[src/rtl/mc_page_seq.sv]
// mc_page_seq: bank/row command sequencer, PRE/ACT/RD/WR and PREA/REF.
// Define MC_CLOSED_PAGE_EN for the closed-page (auto-precharge) policy.

module mc_page_seq #(
    parameter int LOOKUP_LAT = 2,
    parameter int TW         = 4
) (
    input  logic          clk,
    input  logic          rst,
    input  logic          req,
    input  logic          req_we,
    input  logic [7:0]    req_cs,
    input  logic [12:0]   req_row,
    input  logic [1:0]    req_bank,
    output logic          req_ack,
    input  logic          rfr_req,
    output logic          rfr_ack,
    input  logic [TW-1:0] trp,
    input  logic [TW-1:0] trcd,
    input  logic [TW-1:0] trfc,
    output logic [7:0]    cs,
    output logic [12:0]   row_adr,
    output logic [1:0]    bank_adr,
    output logic          bank_set,
    output logic          bank_clr,
    output logic          bank_clr_all,
    input  logic          bank_open,
    input  logic          row_same,
    input  logic          any_bank_open,
    output logic [2:0]    cmd,
    output logic          cmd_ap
);

    localparam int LW = (LOOKUP_LAT > 1) ? $clog2(LOOKUP_LAT) : 1;
    localparam logic [LW-1:0] LK_INIT = LW'(LOOKUP_LAT - 1);

    localparam logic [2:0] CMD_NOP  = 3'd0;
    localparam logic [2:0] CMD_ACT  = 3'd1;
    localparam logic [2:0] CMD_PRE  = 3'd2;
    localparam logic [2:0] CMD_PREA = 3'd3;
    localparam logic [2:0] CMD_RD   = 3'd4;
    localparam logic [2:0] CMD_WR   = 3'd5;
    localparam logic [2:0] CMD_REF  = 3'd6;

    typedef enum logic [2:0] {
        S_IDLE,
        S_LOOKUP,
        S_DECIDE,
        S_PRE_WAIT,
        S_ACT_WAIT,
        S_HOLD_WAIT,
        S_PREA_WAIT,
        S_REF_WAIT
    } state_t;

    state_t        state;
    state_t        state_n;
    logic [TW-1:0] wcnt;
    logic [TW-1:0] wcnt_n;
    logic [LW-1:0] lcnt;
    logic [LW-1:0] lcnt_n;

    logic          lat_rfr;
    logic          lat_we;
    logic [7:0]    lat_cs;
    logic [12:0]   lat_row;
    logic [1:0]    lat_bank;

    logic          accept_req;
    logic          accept_rfr;
    logic          do_pre;
    logic          do_act;
    logic          do_col;
    logic          do_prea;
    logic          do_ref;

    // Wait length for a timing value: a zero setting behaves as one cycle.
    function automatic logic [TW-1:0] tmin1(input logic [TW-1:0] t);
        return (t == '0) ? '0 : t - TW'(1);
    endfunction

    // State register and wait/lookup counters.
    always_ff @(posedge clk) begin
        if (rst) begin
            state <= S_IDLE;
            wcnt  <= '0;
            lcnt  <= '0;
        end else begin
            state <= state_n;
            wcnt  <= wcnt_n;
            lcnt  <= lcnt_n;
        end
    end

    // Capture the accepted request (or refresh target) for the whole sequence.
    always_ff @(posedge clk) begin
        if (rst) begin
            lat_rfr  <= 1'b0;
            lat_we   <= 1'b0;
            lat_cs   <= '0;
            lat_row  <= '0;
            lat_bank <= '0;
        end else if (accept_rfr) begin
            lat_rfr  <= 1'b1;
            lat_we   <= 1'b0;
            lat_cs   <= 8'hFF;
            lat_row  <= '0;
            lat_bank <= '0;
        end else if (accept_req) begin
            lat_rfr  <= 1'b0;
            lat_we   <= req_we;
            lat_cs   <= req_cs;
            lat_row  <= req_row;
            lat_bank <= req_bank;
        end
    end

    // Next-state, command issue and tracker-side outputs.
    always_comb begin
        state_n      = state;
        wcnt_n       = wcnt;
        lcnt_n       = lcnt;
        accept_req   = 1'b0;
        accept_rfr   = 1'b0;
        do_pre       = 1'b0;
        do_act       = 1'b0;
        do_col       = 1'b0;
        do_prea      = 1'b0;
        do_ref       = 1'b0;
        cmd          = CMD_NOP;
        cmd_ap       = 1'b0;
        req_ack      = 1'b0;
        rfr_ack      = 1'b0;
        bank_set     = 1'b0;
        bank_clr     = 1'b0;
        bank_clr_all = 1'b0;
        cs           = '0;
        row_adr      = '0;
        bank_adr     = '0;

        if (state != S_IDLE) begin
            cs       = lat_cs;
            row_adr  = lat_row;
            bank_adr = lat_bank;
        end

        case (state)
            S_IDLE: begin
                if (rfr_req) begin
                    accept_rfr = 1'b1;
                    lcnt_n     = LK_INIT;
                    state_n    = S_LOOKUP;
                end else if (req) begin
                    accept_req = 1'b1;
                    lcnt_n     = LK_INIT;
                    state_n    = S_LOOKUP;
                end
            end
            S_LOOKUP: begin
                if (lcnt == '0) begin
                    state_n = S_DECIDE;
                end else begin
                    lcnt_n = lcnt - LW'(1);
                end
            end
            S_DECIDE: begin
                if (lat_rfr) begin
                    if (any_bank_open) begin
                        do_prea = 1'b1;
                    end else begin
                        do_ref = 1'b1;
                    end
                end else if (bank_open && row_same) begin
                    do_col = 1'b1;
                end else if (bank_open) begin
                    do_pre = 1'b1;
                end else begin
                    do_act = 1'b1;
                end
            end
            S_PRE_WAIT: begin
                if (wcnt == '0) begin
                    do_act = 1'b1;
                end else begin
                    wcnt_n = wcnt - TW'(1);
                end
            end
            S_ACT_WAIT: begin
                if (wcnt == '0) begin
                    do_col = 1'b1;
                end else begin
                    wcnt_n = wcnt - TW'(1);
                end
            end
            S_PREA_WAIT: begin
                if (wcnt == '0) begin
                    do_ref = 1'b1;
                end else begin
                    wcnt_n = wcnt - TW'(1);
                end
            end
            S_HOLD_WAIT, S_REF_WAIT: begin
                if (wcnt == '0) begin
                    state_n = S_IDLE;
                end else begin
                    wcnt_n = wcnt - TW'(1);
                end
            end
            default: begin
                state_n = S_IDLE;
            end
        endcase

        if (do_pre) begin
            cmd      = CMD_PRE;
            bank_clr = 1'b1;
            wcnt_n   = tmin1(trp);
            state_n  = S_PRE_WAIT;
        end

        if (do_act) begin
            cmd      = CMD_ACT;
            bank_set = 1'b1;
            wcnt_n   = tmin1(trcd);
            state_n  = S_ACT_WAIT;
        end

        if (do_col) begin
            cmd     = lat_we ? CMD_WR : CMD_RD;
            req_ack = 1'b1;
`ifdef MC_CLOSED_PAGE_EN
            cmd_ap   = 1'b1;
            bank_clr = 1'b1;
            wcnt_n   = tmin1(trp);
            state_n  = S_HOLD_WAIT;
`else
            state_n = S_IDLE;
`endif
        end

        if (do_prea) begin
            cmd          = CMD_PREA;
            bank_clr_all = 1'b1;
            wcnt_n       = tmin1(trp);
            state_n      = S_PREA_WAIT;
        end

        if (do_ref) begin
            cmd     = CMD_REF;
            rfr_ack = 1'b1;
            wcnt_n  = tmin1(trfc);
            state_n = S_REF_WAIT;
        end
    end

endmodule

[config.mk]
export PLATFORM = sky130hd
export DESIGN_NAME = mc_page_seq
export DESIGN_NICKNAME = d
export VERILOG_FILES = /design/src/rtl/mc_page_seq.sv
export SDC_FILE = /design/constraint.sdc
export NUM_CORES = 1
export LEC_CHECK = 0
export ABC_AREA = 0
export CAP_MARGIN = 5
export CORE_ASPECT_RATIO = 0.5
export CORE_MARGIN = 4
export CORE_UTILIZATION = 35
export DETAILED_ROUTE_END_ITERATION = 12
export MAX_ROUTING_LAYER = met4
export PLACE_DENSITY = 0.69
export SETUP_SLACK_MARGIN = 0.5
export SLEW_MARGIN = 20
export SYNTH_ARGS = -nofsm -noshare
export SYNTH_HDL_FRONTEND = slang
export SYNTH_SLANG_ARGS = --single-unit
export TNS_END_PERCENT = 20
[constraint.sdc]
create_clock -name clk -period 1.8 [get_ports clk]
set_input_delay 0.36 -clock clk [delete_from_list [all_inputs] [get_ports clk]]
set_output_delay 0.36 -clock clk [all_outputs]
set_load 0.01 [all_outputs]
==> metrics <==
outcome complete, but fails checks; failing checks setup timing; number of max-cap violations 0; floorplan die area 6910 sq um; wire per inst 15.6 um; total routing resource utilization after global routing 0.213; Post-Synthesis Net Count 296; standard-cell row count 18; cell-internal power 0.00324 W; commonest cells after routing, fill and taps aside sky130_fd_sc_hd__buf_4, sky130_fd_sc_hd__clkdlybuf4s50_1, sky130_fd_sc_hd__nand2_1, sky130_fd_sc_hd__dfxtp_1, sky130_fd_sc_hd__buf_6; total power divided by cell area 1360 nW/um^2; via-per-instance ratio 5.24; slew at the pin with the worst max-slew slack 0.498 ns; initial core utilization 0.378; Final Power 0.00512 W; root buf cell sky130_fd_sc_hd__clkbuf_8; clock slew at reported path FFs 0.08 ns; min Tclk post-route 2.29 ns; placer congestion estimate 0.914; wire length reported by the detailed router 7360 um; final number of setup-violating endpoints 62; Post-Route M1 WL 2950 um; instance count of the mapped netlist 252; Worst Reg-to-Reg Cells 10; arrival time at the worst endpoint 2.46 ns; Peak VDD IR 0.000583 V; post-synthesis average cell area 7.75 sq um; via count of the first global-routing pass 2475; CP Max Fanout 5; classification of the worst-slack hold path flop to flop; number of enable flip-flop cells after synthesis 0; Post-synth ARST share 0; Crit path largest cell delay 0.40 ns; power share of the clock group 0.110; Worst Hold Launch lat_bank[1]; most common cell after layout, fill and taps aside sky130_fd_sc_hd__buf_4; min setup slack post-route -0.493 ns; core footprint 5160 sq um; number of buffers on the longest clock path 2; 1st-iter DRT viols 120; Hold-fix buffers, CTS 0; cell type with the largest total area after synthesis sky130_fd_sc_hd__dfxtp_1; wire length of the first global-routing pass 11300 um; Worst path most repeated cell sky130_fd_sc_hd__buf_6; number of storage elements in the synthesis netlist 33; net count reported at finish 444; launching element type of the critical path flop; reg2reg start wcnt[0]; detailed-route via count 2469; required time at the endpoint of the critical path 1.97 ns; most area-consuming cells after synthesis sky130_fd_sc_hd__dfxtp_1, sky130_fd_sc_hd__nor2b_1, sky130_fd_sc_hd__nand2_1; Tcrit/Tclk final 1.27; P_sw 0.00189 W; maximum number of pins on one net before global-route repair 25; cell area after technology mapping 1950 sq um; highest metal used met4; I/O Pins 75; Remaining Overflow, GRT 0; minimum setup slack among reg-to-reg paths -0.49 ns; maximum operating frequency 436 MHz; Yosys warning count 0; chip width 114 um; number of H-tree levels 2; total length of routed met2 wires 3870 um; post-route worst hold slack 0.449 ns; length of the first detailed-routing pass in iterations 6; Sequential Power Share 0.210; setup repair after global routing missed its margin yes; WS Path Type flop to flop; Port Buffers 73; Leak 1.66 nW; number of max-slew violations in the final report 0; share of layout cells above drive strength 1 0.446; Routed met3 length 426 um; share of the yosys chip area belonging to registers 0.338; drc violations 0; combinational group share of total power 0.680; cells traversed along the worst timing path inv_2 -> ha_4 -> or3b_4 -> buf_6 -> buf_6 -> buf_6 -> a222oi_1 -> nor3_2 -> a311oi_2 -> a2111oi_4; Hold Path Sink lat_bank[1]; distinct cell type count of the synthesized netlist 53; most instantiated flip-flop cell in the synthesis netlist sky130_fd_sc_hd__dfxtp_1; Antenna Nets Post-Route 0; worst relative slew slack 0.665; ANT cells 0; cts bufs inserted 5; Die Ht 60.8 um; Crit. End Element flop; Critical Path Source wcnt[0]; CP max-delay cell sky130_fd_sc_hd__or3b_4; Total Negative Setup Slacks -9.17 ns; Clock Sinks 33; Worst Hold Path Cells 2; HPWL Detailed 4960 um; clock skew 0.00421 ns; Final Hold Fails 0; TritonCTS clock tree yes; area delta synth->final 92.8%; Synth top area share 0.338; initial antenna violation count 0; FF-to-FF End state[1]; sw frac 0.368; insertion delay to the later sink of the worst-skew pair 0.29 ns
repair_timing:
action / in CTS / in global routing
cloned: 2 / 0
endpoints found under the setup margin: 63 / 63
pin swaps: 18 / 11
resized for setup: 108 / 52
setup buffers: 18 / 8
per-stage QoR:
stage	setup WS (ns)	instances	utilization	instance area, sq um
after CTS	-0.523	463	0.705	3640
after detailed placement	-0.612	435	0.624	3220
final	-0.493	471	0.730	3760
after global placement	-0.576	435	0.624	3220
after floorplan	-0.0920	252	-	2050
after global routing	-0.590	471	0.730	3760
registers in the layout (all words and copies together) (netlist names):
| signal | cells |
|---|---|
| lat_we | 1 |
| lat_rfr | 1 |
| lcnt | 1 |
| lat_row | 13 |
| wcnt | 4 |
| lat_cs | 8 |
| state | 3 |
| lat_bank | 2 |
cell usage after synthesis (4+ instances only):
library cell and n:
sky130_fd_sc_hd__nor3_1 15, sky130_fd_sc_hd__nor2b_1 29, sky130_fd_sc_hd__inv_1 7, sky130_fd_sc_hd__nand3_1 4, sky130_fd_sc_hd__a21oi_1 22, sky130_fd_sc_hd__o221a_2 9
sky130_fd_sc_hd__o21ai_0 8, sky130_fd_sc_hd__nand2_1 42, sky130_fd_sc_hd__nor2_1 13, sky130_fd_sc_hd__nor3b_1 4, sky130_fd_sc_hd__dfxtp_1 33, sky130_fd_sc_hd__clkbuf_1 10
cell type report:
cell class / instances / area, sq um
timing repair buffer: 156 / 1450
inverter: 9 / 36.3
fill: 397 / 1390
tap: 70 / 87.6
clock inverter: 3 / 17.5
sequential: 33 / 671
clock buffer: 5 / 68.8
multi-input combinational: 195 / 1440
worst max-delay path: cells and delay by family (launching register included):
family	cells	cell delay [ns]
AO/OA/AOI/OAI	3	0.78
adder cells (fa/ha/maj)	1	0.13
buffers and inverters	4	0.40
flip-flops	1	0.33
AND/OR/NAND/NOR	2	0.54
layer usage:
layer	up-vias	GRT usage
li1	1194	-
met2	78	0.418
met3	12	0.0398
met1	1185	0.227
met5	-	-
met4	0	0.0514
power by group through the flow:
| stage | Sequential, W | Clock, W | Combinational, W |
|---|---|---|---|
| CTS | 0.00108 | 0.000558 | 0.00313 |
| finish | 0.00108 | 0.000563 | 0.00348 |
| detailed placement | 0.00108 | 0 | 0.00238 |
| floorplan | 0.00105 | 0 | 0.00135 |
| global route | 0.00110 | 0.000591 | 0.00371 |
| global placement | 0.00106 | 0 | 0.00232 |
worst max path at each step:
stage	end	slack, ns	depth (start not counted)
after floorplan	state[0]	-0.09	8
after global placement	cmd[0]	-0.58	7
after detailed placement	cmd[0]	-0.61	7
after CTS	cmd[0]	-0.52	8
after global routing	state[2]	-0.59	10
final	state[1]	-0.49	10
cells by family after synthesis:
kind of cell	Yosys count	synth area share
DFF	33	0.338
AOI/OAI and AO/OA	61	0.224
xor gates and xnor gates	2	0.00898
adders and majority gates	1	0.00641
and+or+nand+nor	130	0.368
other	1	0.00192
buffers and inverters	24	0.0519
Note: power is estimated with default switching activity, not from simulation.
